$ cat src/rtl/boss_hp_ctrl.sv
// Boss hit-point controller: hitbox test, damage with an invulnerability window,
// hit/death pulses and combat phase, all registered on clk22.
module boss_hp_ctrl #(
  parameter int HP_MAX  = 450,
  parameter int DMG     = 10,
  parameter int BOSS_W  = 64,
  parameter int BOSS_H  = 48,
  parameter int INV_CYC = 4,
  parameter int PH2_HP  = 300,
  parameter int PH3_HP  = 150
) (
  input  logic       clk22,
  input  logic       rst,
  input  logic       gamestart,
  input  logic       boss,
  input  logic [9:0] bossx,
  input  logic [9:0] bossy,
  input  logic       bul_valid,
  input  logic [9:0] bul_x,
  input  logic [9:0] bul_y,
  output logic [9:0] bosshp,
  output logic       bul_hit,
  output logic       flash,
  output logic [1:0] phase,
  output logic       boss_dead
);

  localparam int CW = (INV_CYC > 1) ? $clog2(INV_CYC) : 1;

  localparam logic [9:0]  HP_MAX_V = 10'(HP_MAX);
  localparam logic [9:0]  DMG_V    = 10'(DMG);
  localparam logic [9:0]  PH2_V    = 10'(PH2_HP);
  localparam logic [9:0]  PH3_V    = 10'(PH3_HP);
  localparam logic [10:0] W_V      = 11'(BOSS_W);
  localparam logic [10:0] H_V      = 11'(BOSS_H);
  localparam logic [CW-1:0] CNT_LOAD = CW'(INV_CYC - 1);

  typedef enum logic [1:0] {IDLE, ACTIVE, COOL, DEAD} state_t;

  state_t        state;
  logic [CW-1:0] cnt;
  logic [10:0]   x_end;
  logic [10:0]   y_end;
  logic          in_box;
  logic [9:0]    hp_hit;
  logic [1:0]    ph_hit;
  logic [1:0]    ph_cur;

  function automatic logic [1:0] phase_of(input logic [9:0] hp);
    if (hp > PH2_V)      return 2'd1;
    else if (hp > PH3_V) return 2'd2;
    else if (hp != '0)   return 2'd3;
    else                 return 2'd0;
  endfunction

  // Box edges are formed one bit wider so a boss near x/y=1023 does not wrap.
  assign x_end  = {1'b0, bossx} + W_V;
  assign y_end  = {1'b0, bossy} + H_V;
  assign in_box = bul_valid
                  && (bul_x >= bossx) && ({1'b0, bul_x} < x_end)
                  && (bul_y >= bossy) && ({1'b0, bul_y} < y_end);

  assign hp_hit = (bosshp > DMG_V) ? bosshp - DMG_V : '0;
  assign ph_hit = phase_of(hp_hit);
  assign ph_cur = phase_of(bosshp);

  // NOTE: all state and outputs use non-blocking assignments so every register
  // samples the pre-edge values; blocking here would chain updates within a cycle.
  always_ff @(posedge clk22) begin
    if (rst || gamestart) begin
      state     <= IDLE;
      cnt       <= '0;
      bosshp    <= HP_MAX_V;
      bul_hit   <= 1'b0;
      flash     <= 1'b0;
      phase     <= 2'd0;
      boss_dead <= 1'b0;
    end else begin
      bul_hit   <= 1'b0;
      boss_dead <= 1'b0;
      case (state)
        IDLE: begin
          if (boss) begin
            state <= ACTIVE;
            phase <= ph_cur;
          end
        end
        ACTIVE: begin
          if (!boss) begin
            state <= IDLE;
            phase <= 2'd0;
          end else if (in_box) begin
            bosshp  <= hp_hit;
            bul_hit <= 1'b1;
            if (hp_hit == '0) begin
              state     <= DEAD;
              boss_dead <= 1'b1;
              flash     <= 1'b0;
              phase     <= 2'd0;
            end else begin
              state <= COOL;
              cnt   <= CNT_LOAD;
              flash <= 1'b1;
              phase <= ph_hit;
            end
          end
        end
        COOL: begin
          if (!boss) begin
            state <= IDLE;
            flash <= 1'b0;
            phase <= 2'd0;
          end else if (cnt == '0) begin
            state <= ACTIVE;
            flash <= 1'b0;
          end else begin
            cnt <= cnt - 1'b1;
          end
        end
        DEAD: begin
          bosshp <= '0;
          flash  <= 1'b0;
          phase  <= 2'd0;
        end
        default: state <= IDLE;
      endcase
    end
  end

endmodule
$ cat config.mk
export PLATFORM = sky130hd
export DESIGN_NAME = boss_hp_ctrl
export DESIGN_NICKNAME = d
export VERILOG_FILES = /design/src/rtl/boss_hp_ctrl.sv
export SDC_FILE = /design/constraint.sdc
export NUM_CORES = 1
export LEC_CHECK = 0
export ABC_AREA = 1
export CAP_MARGIN = 0
export CELL_PAD_IN_SITES_DETAIL_PLACEMENT = 0
export CELL_PAD_IN_SITES_GLOBAL_PLACEMENT = 2
export CORE_ASPECT_RATIO = 0.75
export CORE_MARGIN = 3
export CORE_UTILIZATION = 24
export CTS_BUF_LIST = sky130_fd_sc_hd__clkbuf_4 sky130_fd_sc_hd__clkbuf_8
export DETAILED_ROUTE_END_ITERATION = 8
export PLACE_DENSITY = 0.77
export SLEW_MARGIN = 20
export SYNTH_ARGS = -nofsm -noshare
export SYNTH_HDL_FRONTEND = slang
export SYNTH_SLANG_ARGS = --single-unit
export TNS_END_PERCENT = 10
$ cat constraint.sdc
create_clock -name clk22 -period 2.31 [get_ports clk22]
set_input_delay 0.462 -clock clk22 [delete_from_list [all_inputs] [get_ports clk22]]
set_output_delay 0.462 -clock clk22 [all_outputs]
set_load 0.02 [all_outputs]
Yosys cells after proc, flatten, opt, wreduce, memory -nomap -nowiden

Cells that the tools add are included.

Register bits after elaboration: 19
Bits in latches: 0
Memory bits (writable): 0
Bits in read-only memories: 0
Input port bits: 45
Output and inout port bits: 15
Logic and storage cells: 93
Memories: 0

Add/sub/neg operators: 4
$mul: 0
Divide/modulo/power cells: 0
Magnitude comparators: 9
Equality and inequality tests: 12
Shift-type cells: 0
Multiplexer cells: 37
Bitwise operators: 3
Reductions and logical operators: 21

Operators with widths:

| operator                | count |
|---|---|
| $mux W2                 | 21 |
| $mux W10                | 3 |
| $lt A10 B11 Y1          | 2 |
| $ge A10 B10 Y1          | 2 |
| $gt A10 B8 Y1 const B   | 2 |
| $gt A10 B9 Y1 const B   | 2 |
| $pmux W10 S2            | 1 |
| $reduce_bool A10 Y1     | 2 |
| $ne A2 B2 Y1 const B    | 7 |
| $add A10 B6 Y11 const B | 1 |
| $add A10 B7 Y11 const B | 1 |
| $gt A10 B4 Y1 const B   | 1 |
| $logic_not A10 Y1       | 1 |
| $sub A10 B4 Y10 const B | 1 |
| $mux W1                 | 8 |
| $pmux W2 S4             | 1 |
| $reduce_and A4 Y1       | 2 |
| $ne A3 B3 Y1 const B    | 2 |
| $pmux W2 S3             | 1 |
| $reduce_and A3 Y1       | 2 |
| $reduce_and A6 Y1       | 1 |
| $reduce_bool A3 Y1      | 2 |
| $eq A2 B2 Y1 const B    | 2 |
| $logic_and A1 B1 Y1     | 4 |
| 10 further kinds        | 14 |

Logic depth before layout (Yosys ltp)

Gate-level depths: netlist (run 1).

Depth after elaboration: 10
Depth in mapped cells: 18
Gate-level depth less buffers: 18

Least setup slack after synthesis (run 1)

Ideal clock, no wire load.

Path kind: input port to flip-flop
Start point: input bossy[4]
End point: register bosshp[0]
Library setup time: 0.115 ns
Data arrival time: 2.277 ns
Required time: 2.195 ns
Slack: -0.082 ns
Cell stages on the path: 17
Path buffers: 1
Path through: inv_1 -> ha_1 -> nor2_1 -> xor2_1 -> ha_1 -> a21oi_1 -> nand3b_1 -> nand2_1 -> clkinv_1 -> nand2_1 -> nor2_2 -> nand3_2 -> nand2_2 -> nand3_2 -> buf_6 -> o21ai_0 -> inv_1

Longest elaborated chain between the ends: 5
Elaborated cells on any way between the ends: 7
Those cells by class: add/sub (1); order compare (2); eq/ne (1); reduce/logical (3)

Ends and longest elaborated chain:

| item                                                  | RTL line | source |
|---|---|---|
| from (decl)                                           | 17       | `input logic [9:0] bossy,` |
| $add A10 B6 Y11 or $ge A10 B10 Y1 (tied branches)     | 58, 61   |  |
| $lt A10 B11 Y1 or $logic_and A1 B1 Y1 (tied branches) | 61       | `&& (bul_y >= bossy) && ({1'b0, bul_y} < y_end);` |
| $logic_and A1 B1 Y1 (*)                               | 61       |  |
| $ne A2 B2 Y1 (no source line) (*)                     | n/a      |  |
| $reduce_and A3 Y1 (no source line) (*)                | n/a      |  |
| to (signal assigned)                                  | 93       | `bosshp <= hp_hit;` |
| to (decl)                                             | 21       | `output logic [9:0] bosshp,` |

Every way passes the cells marked *; elsewhere a longest branch is shown, timed or not.
A chain may end at the register's enable or synchronous reset.

Worst setup path in the final report (run 1)

Start point: input bul_x[6]
End point: register bosshp[5]

Longest elaborated chain between the ends: 7
Elaborated cells on any way between the ends: 8
Those cells by class: order compare (2); eq/ne (1); reduce/logical (5)

Ends and longest elaborated chain:

| item                                   | RTL line | source |
|---|---|---|
| from (decl)                            | 19       | `input logic [9:0] bul_x,` |
| $ge A10 B10 Y1                         | 60       | `&& (bul_x >= bossx) && ({1'b0, bul_x} < x_end)` |
| $logic_and A1 B1 Y1                    | 60       |  |
| $logic_and A1 B1 Y1 (*)                | 60       |  |
| $logic_and A1 B1 Y1 (*) (2 in a row)   | 61       |  |
| $ne A2 B2 Y1 (no source line) (*)      | n/a      |  |
| $reduce_and A3 Y1 (no source line) (*) | n/a      |  |

Marks and branches as above.

==> Implementation_results.wiki, run 1 <==
{| class="wikitable"
! Metric !! Value
|-
| Outcome || finished clean
|-
| Worst Path Required || 2.47 ns
|-
| Placeable core region || 10500 um^2
|-
| Length of the first detailed-routing pass in iterations || 4
|-
| Slowest Stage Delay on Critical Path || 0.49 ns
|-
| Worst vdd rail ir drop || 0.000185 V
|-
| Via-to-Cell Ratio || 4.51
|-
| Final worst-path setup slack || 0.0127 ns
|-
| Register bit total from synthesis || 19
|-
| Wire length reported by the detailed router || 8460 um
|-
| Number of I/O pins || 60
|-
| Dpl cells || 641
|-
| Number of nets produced by synthesis || 508
|-
| Hold-critical path depth || 2
|-
| Source of the critical timing path || bul_x[6]
|-
| Die span in x || 126 um
|-
| Clock sink total || 19
|-
| Total Die Area || 12200 um^2
|-
| Share of the synthesized area in the top cell type || 19.7%
|-
| Power density normalized to cell area || 310 nW/um^2
|-
| Global-route wire length before repair || 13400 um
|-
| Type of the most critical hold path || reg -> reg
|-
| Minimum clock period after layout || 2.30 ns
|-
| Residual overflow from global routing || 0
|-
| Root buffer cell || sky130_fd_sc_hd__clkbuf_8
|-
| Total clock buffers created by CTS || 3
|-
| Max-slew violation total from the final report || 0
|-
| Number of DRC markers in iteration 0 || 163
|-
| Overall power consumption || 1.25 mW
|-
| Terminus of the critical flop-to-flop path || cnt[1]$_SDFFE_PP0P_
|-
| Clock power frac || 19.8%
|-
| Post-layout instance count excluding filler cells || 655
|-
| Period utilisation layout || 99.5%
|-
| Element type at the critical path start || input pin
|-
| Via count of the first global-routing pass || 2832
|-
| TritonCTS clock tree || built
|-
| Count of endpoints failing hold in the final timing report || 0
|-
| Proportion of layout cells with a drive suffix above 1 || 23.3%
|-
| Vertical die dimension || 96.2 um
|-
| Reg-to-reg slack, setup || 0.25 ns
|-
| Worst clock skew || 0.00272 ns
|-
| Internal Power || 0.772 mW
|-
| Number of fill cells || 1107
|-
| Unrepaired setup endpoints after global routing || yes
|-
| Critical path capture point type || flip-flop
|-
| Leakage power total || 1.97 nW
|-
| Synth Area per Inst || 6.17 um^2
|-
| Hold path start || cnt[1]$_SDFFE_PP0P_
|-
| Cell count after synthesis || 422
|-
| Worst endpoint data arrival time || 2.46 ns
|-
| Slew @ Worst Pin || 0.397 ns
|-
| Startpoint of the worst register-to-register path || bosshp[3]$_SDFFE_PP0P_
|-
| Endpoint of the worst hold-timing path || cnt[1]$_SDFFE_PP0P_
|-
| Number of enable flip-flop cells after synthesis || 0
|-
| Cell repeated most along the worst path || sky130_fd_sc_hd__nand2_1
|-
| Max-cap violation count || 0
|-
| Library cell contributing the largest single delay on the critical path || sky130_fd_sc_hd__clkdlybuf4s50_1
|-
| Commonest non-fill, non-tap cell in the layout || sky130_fd_sc_hd__nand2_1
|-
| Prevailing post-synth register cell || sky130_fd_sc_hd__dfxtp_1
|-
| Routability cong. || 0.824
|-
| Top library cells by usage in the layout, fill and taps aside || sky130_fd_sc_hd__nand2_1 (96), sky130_fd_sc_hd__inv_1 (62), sky130_fd_sc_hd__nor2_1 (49)
|-
| Post-synthesis cell type count || 34
|-
| Combinational cell fraction of total power || 52.0%
|-
| Number of antenna cells inserted || 0
|-
| Total Routing Usage GR || 13.2%
|-
| # hold bufs at CTS || 0
|-
| Estimated wirelength of the detail-placed design || 6660 um
|-
| Biggest area consumer among synthesized cells || sky130_fd_sc_hd__ha_1
|-
| Initial standard-cell utilization of the core || 24.9%
|-
| Post-detailed-route DRC marker count || 0
|-
| Switching Fraction || 38.4%
|-
| Total number of yosys warnings || 0
|-
| Total net switching power || 0.482 mW
|-
| Buffers on Ports || 59
|-
| Number of cells on the worst reg-to-reg path || 11
|-
| Number of setup violations in the final report || 0
|-
| Proportion of synthesized chip area in sequential cells || 14.6%
|-
| CP cell instances || clkdlybuf4s50_1 > ha_4 > o21bai_1 > a21oi_1 > nand2_1 > nand2_1 > nand2_1 > nor2_4 > nand3_4 > nand2_4 > nand3_4 > a21oi_1 > nor2_1
|-
| Total standard cell area after synthesis || 2600 um^2
|-
| Clock latency reported for the late side of the worst-skew pair || 0.27 ns
|-
| Maximum clock frequency || 0.435 GHz
|-
| Largest cells by area after synthesis || sky130_fd_sc_hd__ha_1 (20%), sky130_fd_sc_hd__nand2_1 (15%), sky130_fd_sc_hd__dfxtp_1 (15%)
|-
| Part of the power in registers || 28.2%
|-
| Detail-routed net length per standard cell || 12.9 um
|-
| Minimum setup slack after placement || -0.787 ns
|-
| Final antenna-violating net count || 0
|-
| Initial antenna violation count || 0
|-
| Fraction of registers with async set/reset || 0%
|-
| H-tree depth || 1
|-
| Category of the critical setup timing path || in -> reg
|-
| Largest net degree at the start of global routing || 12
|-
| Overall via count from detail_route || 2956
|-
| Largest fanout of any net on the critical path || 7
|-
| Headroom to the max-slew limit || 73.5%
|-
| Deepest clock path buffer count || 2
|-
| NumNets Final || 606
|-
| Core Rows || 32
|-
| Post-CTS clock slew at the launch and capture registers of the worst setup and hold paths || 0.08 ns
|-
| Synthesis-to-layout area growth || 55.2%
|}
[power groups by stage]
stage | registers [mW] | clock network, mW | logic (mW)
floorplan | 0.370 | 0 | 0.292
global placement | 0.362 | 0 | 0.516
detailed placement | 0.362 | 0 | 0.514
CTS | 0.354 | 0.255 | 0.577
global route | 0.356 | 0.263 | 0.727
finish | 0.354 | 0.248 | 0.652
[per-stage QoR]
| step | area [um^2] | hold slack [ns] | util (%) | TNS [ns] |
|---|---|---|---|---|
| 6_report | 4040 | 0.489 | 38.7 | 0 |
| 4_1_cts | 3810 | 0.496 | 36.5 | 0 |
| 2_1_floorplan | 2610 | 0.455 | - | -0.0760 |
| 3_3_place_gp | 3550 | 0.470 | 33.9 | -11.70 |
| 5_1_grt | 4040 | 0.513 | 38.7 | -1.30 |
| 3_5_place_dp | 3550 | 0.477 | 33.9 | -12.52 |
[worst max path at each step]
stage                             end  slack, ns
3_5_place_dp   bosshp[6]$_SDFFE_PP1P_      -0.79
5_1_grt        bosshp[6]$_SDFFE_PP1P_      -0.10
2_1_floorplan  bosshp[0]$_SDFFE_PP0P_      -0.02
3_3_place_gp   bosshp[1]$_SDFFE_PP1P_      -0.71
6_report       bosshp[5]$_SDFFE_PP0P_       0.01
4_1_cts        bosshp[6]$_SDFFE_PP1P_      0.002
[Yosys cell counts (2+ instances only)]
| cell | number |
|---|---|
| sky130_fd_sc_hd__nand2_1 | 104 |
| sky130_fd_sc_hd__o21ai_1 | 3 |
| sky130_fd_sc_hd__nand3_2 | 3 |
| sky130_fd_sc_hd__clkinv_1 | 2 |
| sky130_fd_sc_hd__dfxtp_1 | 19 |
| sky130_fd_sc_hd__buf_6 | 2 |
| sky130_fd_sc_hd__nand3_1 | 28 |
| sky130_fd_sc_hd__xor2_1 | 6 |
| sky130_fd_sc_hd__nand3b_1 | 2 |
| sky130_fd_sc_hd__nand4_1 | 9 |
| sky130_fd_sc_hd__o21ai_0 | 7 |
| sky130_fd_sc_hd__o21a_1 | 2 |
| sky130_fd_sc_hd__inv_1 | 68 |
| sky130_fd_sc_hd__a21oi_1 | 32 |
| sky130_fd_sc_hd__nor2_2 | 7 |
| sky130_fd_sc_hd__nand2_4 | 4 |
| sky130_fd_sc_hd__nor3b_1 | 2 |
| sky130_fd_sc_hd__xnor2_1 | 2 |
| sky130_fd_sc_hd__inv_2 | 2 |
| sky130_fd_sc_hd__ha_1 | 41 |
| sky130_fd_sc_hd__o21bai_1 | 4 |
| sky130_fd_sc_hd__a21oi_2 | 2 |
| sky130_fd_sc_hd__nor2_1 | 54 |
| sky130_fd_sc_hd__o211ai_1 | 2 |
| sky130_fd_sc_hd__nand2_2 | 4 |
| sky130_fd_sc_hd__nor3_1 | 3 |
[cells by family after synthesis]
family	after synthesis	synth area share (%)
xor+xnor	8	2.69
compound gates	54	11.6
simple gates	225	40.0
flops	19	14.6
buf+inv	75	11.4
fa+ha+maj	41	19.7
[final cells by class]
class / count / area (um^2) / area share, %
clock buffers: 3 / 41.3 / 1.02
clock inverters: 1 / 5.00 / 0.124
inverters: 72 / 288 / 7.12
multi-input cells: 329 / 2270 / 56.1
flip-flops and latches: 19 / 380 / 9.41
well taps: 136 / 170 / 4.21
repair buffers: 95 / 890 / 22.0
[registers in the layout, summed over array words and instances, names as in the netlist]
name / count
boss_dead: 1
bosshp: 10
bul_hit: 1
cnt: 2
flash: 1
phase: 2
state: 2
[routing by layer]
metal / GRT usage (%) / wire (um)
met4: 1.52 / 47
met2: 20.8 / 3740
met5: 0 / 0
met3: 1.50 / 373
met1: 19.9 / 4300
[critical path, delay by kind of cell]
family | cells | cell delay (ns)
AOI/OAI and AO/OA | 3 | 0.38
adders and majority gates | 1 | 0.33
and+or+nand+nor | 8 | 0.78
buffers and inverters | 1 | 0.49
[repair_timing]
action                                  in CTS  in global routing
endpoints found under the setup margin      17                 19
pin swaps                                   25                 28
gates resized for setup                     52                 53
buffers inserted                            10                  0
gates cloned                                 1                  0
Note: power is estimated with default switching activity, not from simulation.
==> inputs of run 2 (changes only) <==
- ABC_AREA: 1 -> not set
- CAP_MARGIN: 0 -> 20
- CORE_UTILIZATION: 24 -> 26
==> run 2 against run 1 <==
  * The flow now finishes with violations (setup timing)
  * Clock skew grew 0.0073 ns
  * Fmax shrank 19%
  * Register-to-register slack lost 0.25 ns
  * Synthesized cell count shrank 23%
  * Sequential power shrank 5.6%
  * Via count shrank 3.2%
  * Die area shrank 10%
  * Design area grew 0.90%
  * Non-clock buffer count grew 31
  * Critical path type unchanged
  * Largest cell class unchanged
  * Largest power group unchanged
  * Highest routed layer unchanged
==> Implementation_results.wiki, run 2 <==
{| class="wikitable"
! Metric !! Value
|-
| Critical path capture point type || flip-flop
|-
| Total net switching power || 0.329 mW
|-
| Biggest area consumer among synthesized cells || sky130_fd_sc_hd__ha_1
|-
| Total Routing Usage GR || 15.6%
|-
| Power density normalized to cell area || 257 nW/um^2
|-
| Via count of the first global-routing pass || 2813
|-
| Residual overflow from global routing || 0
|-
| Number of fill cells || 961
|-
| Hold path start || flash$_SDFFE_PP0P_
|-
| Total standard cell area after synthesis || 2510 um^2
|-
| Worst clock skew || 0.0100 ns
|-
| Most used standard cell by instance count after synthesis || sky130_fd_sc_hd__ha_1
|-
| Placeable core region || 9230 um^2
|-
| Number of DRC markers in iteration 0 || 185
|-
| Proportion of layout cells with a drive suffix above 1 || 32.0%
|-
| Synth Area per Inst || 7.68 um^2
|-
| Max-cap violation count || 0
|-
| Deepest clock path buffer count || 2
|-
| Minimum clock period after layout || 2.84 ns
|-
| Max FFs per register || 10
|-
| Internal Power || 0.718 mW
|-
| Final worst-path setup slack || -0.533 ns
|-
| Largest fanout of any net on the critical path || 3
|-
| Leakage power total || 1.70 nW
|-
| NumNets Final || 528
|-
| Violations in the final reports || setup timing
|-
| Number of enable flip-flop cells after synthesis || 0
|-
| Startpoint of the worst register-to-register path || bosshp[1]$_SDFFE_PP1P_
|-
| Element type at the critical path start || input pin
|-
| Type of the most critical hold path || reg -> reg
|-
| Worst endpoint data arrival time || 3.04 ns
|-
| Initial standard-cell utilization of the core || 27.2%
|-
| Number of cells on the worst reg-to-reg path || 8
|-
| Biggest register || bosshp
|-
| Buffers on Ports || 59
|-
| Count of endpoints failing hold in the final timing report || 0
|-
| Routability cong. || 0.894
|-
| Worst Path Required || 2.51 ns
|-
| Commonest non-fill, non-tap cell in the layout || sky130_fd_sc_hd__buf_4
|-
| Synthesis-to-layout area growth || 62.6%
|-
| Part of the power in registers || 31.9%
|-
| Top library cells by usage in the layout, fill and taps aside || sky130_fd_sc_hd__buf_4 (66), sky130_fd_sc_hd__clkdlybuf4s50_1 (39), sky130_fd_sc_hd__ha_1 (25)
|-
| Overall via count from detail_route || 2862
|-
| Clock sink total || 19
|-
| Die span in x || 119 um
|-
| Via-to-Cell Ratio || 5.03
|-
| Terminus of the critical flop-to-flop path || cnt[1]$_SDFFE_PP0P_
|-
| Largest cells by area after synthesis || sky130_fd_sc_hd__ha_1 (20%), sky130_fd_sc_hd__dfxtp_1 (15%), sky130_fd_sc_hd__inv_1 (4.9%)
|-
| Length of the first detailed-routing pass in iterations || 4
|-
| Period utilisation layout || 123%
|-
| Total Die Area || 10900 um^2
|-
| TritonCTS clock tree || built
|-
| Detail-routed net length per standard cell || 15.4 um
|-
| Minimum setup slack after placement || -1.18 ns
|-
| Number of antenna cells inserted || 0
|-
| Wire length reported by the detailed router || 8740 um
|-
| Headroom to the max-slew limit || 66.4%
|-
| Global-route wire length before repair || 14300 um
|-
| H-tree depth || 1
|-
| Timing endpoint of the critical path || bosshp[9]$_SDFFE_PP0P_
|-
| Total number of yosys warnings || 0
|-
| Reg-to-reg slack, setup || 0 ns
|-
| Slew @ Worst Pin || 0.500 ns
|-
| Initial antenna violation count || 0
|-
| Maximum clock frequency || 0.352 GHz
|-
| Proportion of synthesized chip area in sequential cells || 15.2%
|-
| Total clock buffers created by CTS || 3
|-
| Category of the critical setup timing path || in -> reg
|-
| Cell count after synthesis || 327
|-
| TNS Setup || -7.84 ns
|-
| Combinational cell fraction of total power || 45.7%
|-
| Final antenna-violating net count || 0
|-
| Post-synthesis cell type count || 70
|-
| Clock latency reported for the late side of the worst-skew pair || 0.26 ns
|-
| Unrepaired setup endpoints after global routing || yes
|-
| Share of the synthesized area in the top cell type || 20.4%
|-
| Post-CTS clock slew at the launch and capture registers of the worst setup and hold paths || 0.08 ns
|-
| Post-layout instance count excluding filler cells || 569
|-
| Core Rows || 30
|-
| Register bit total from synthesis || 19
|-
| Number of nets produced by synthesis || 413
|-
| Fraction of registers with async set/reset || 0%
|-
| Vertical die dimension || 91.1 um
|-
| # hold bufs at CTS || 0
|-
| Number of I/O pins || 60
|-
| Post-detailed-route DRC marker count || 0
|-
| Prevailing post-synth register cell || sky130_fd_sc_hd__dfxtp_1
|-
| Worst vdd rail ir drop || 0.000150 V
|-
| Clock power frac || 22.4%
|-
| Source of the critical timing path || bossy[8]
|-
| Top post-synthesis cells by count || sky130_fd_sc_hd__ha_1 (41), sky130_fd_sc_hd__inv_1 (33), sky130_fd_sc_hd__a21oi_1 (21)
|-
| Max-slew violation total from the final report || 0
|-
| Number of setup violations in the final report || 19
|-
| Root buffer cell || sky130_fd_sc_hd__clkbuf_8
|-
| Largest net degree at the start of global routing || 17
|-
| Switching Fraction || 31.5%
|-
| Estimated wirelength of the detail-placed design || 6900 um
|-
| Dpl cells || 559
|-
| Outcome || complete, but fails checks
|}
==> run 2: changes by cell type in the layout (fill, tap and decap cells not counted), sizes merged, moves of 12 or more <==
cell	delta
a21oi	-12
nor2	-49
inv	-38
nand2	-95
nor3	+15
buf	+33
nand3	-21
==> run 2: cells by family after synthesis <==
family | synth area share (%)
and+or+nand+nor | 23.4
xor gates and xnor gates | 2.79
muxes | 0.798
DFF | 15.2
AOI/OAI and AO/OA | 29.1
adders and majority gates | 20.4
buffers and inverters | 8.37
==> run 2: how the worst min path moves through the flow <==
stage	end	slack (ns)	depth (start not counted)
after global routing	flash$_SDFFE_PP0P_	0.52	2
after CTS	cnt[0]$_SDFFE_PP0P_	0.49	1
after floorplan	cnt[0]$_SDFFE_PP0P_	0.44	1
after global placement	cnt[0]$_SDFFE_PP0P_	0.47	1
final	flash$_SDFFE_PP0P_	0.49	2
after detailed placement	flash$_SDFFE_PP0P_	0.47	2
==> run 2: critical path, cell delays in order <==
cell and delay, ns:
sky130_fd_sc_hd__dlygate4sd2_1 0.25, sky130_fd_sc_hd__buf_4 0.15, sky130_fd_sc_hd__xnor2_2 0.13, sky130_fd_sc_hd__ha_1 0.32, sky130_fd_sc_hd__a211o_2 0.34, sky130_fd_sc_hd__o31a_1 0.37, sky130_fd_sc_hd__or4_4 0.51, sky130_fd_sc_hd__or3_4 0.38
sky130_fd_sc_hd__a21oi_2 0.14
==> run 2: power by group through the flow <==
stage                     Sequential [mW]  Combinational (mW)  Clock, mW
final                               0.334               0.479      0.234
after global routing                0.334               0.530      0.255
after CTS                           0.334               0.430      0.239
after detailed placement            0.342               0.376          0
after global placement              0.342               0.370          0
after floorplan                     0.344               0.175          0
==> run 2: layer usage <==
layer  part of all wire (%)  global-route usage (%)
met1                     50                    23.7
met2                     43                    23.6
met3                    6.4                    2.37
met4                   0.34                    1.91
met5                      0                       0
==> run 2: layout make-up <==
type | count | area, um^2 | share of cell area (%)
inverter | 33 | 129 | 3.16
tap | 128 | 160 | 3.93
clock buffer | 3 | 41.3 | 1.01
clock inverter | 1 | 5.00 | 0.123
sequential | 19 | 380 | 9.32
timing repair buffer | 126 | 1090 | 26.7
multi-input combinational | 259 | 2280 | 55.8
==> run 2: what timing repair did <==
item | CTS | global route
gates resized for setup | 74 | 35
pin swaps | 19 | 21
setup buffers | 3 | 2
setup endpoints to repair | 19 | 19
gates cloned | 1 | 0
==> run 2: through the flow <==
step	area [um^2]	power (mW)	hold WS (ns)	util, %
6_report	4080	1.05	0.487	44.2
5_1_grt	4080	1.12	0.525	44.2
4_1_cts	3900	1.00	0.488	42.2
3_5_place_dp	3640	0.718	0.472	39.4
3_3_place_gp	3640	0.712	0.465	39.4
2_1_floorplan	2510	0.519	0.440	-
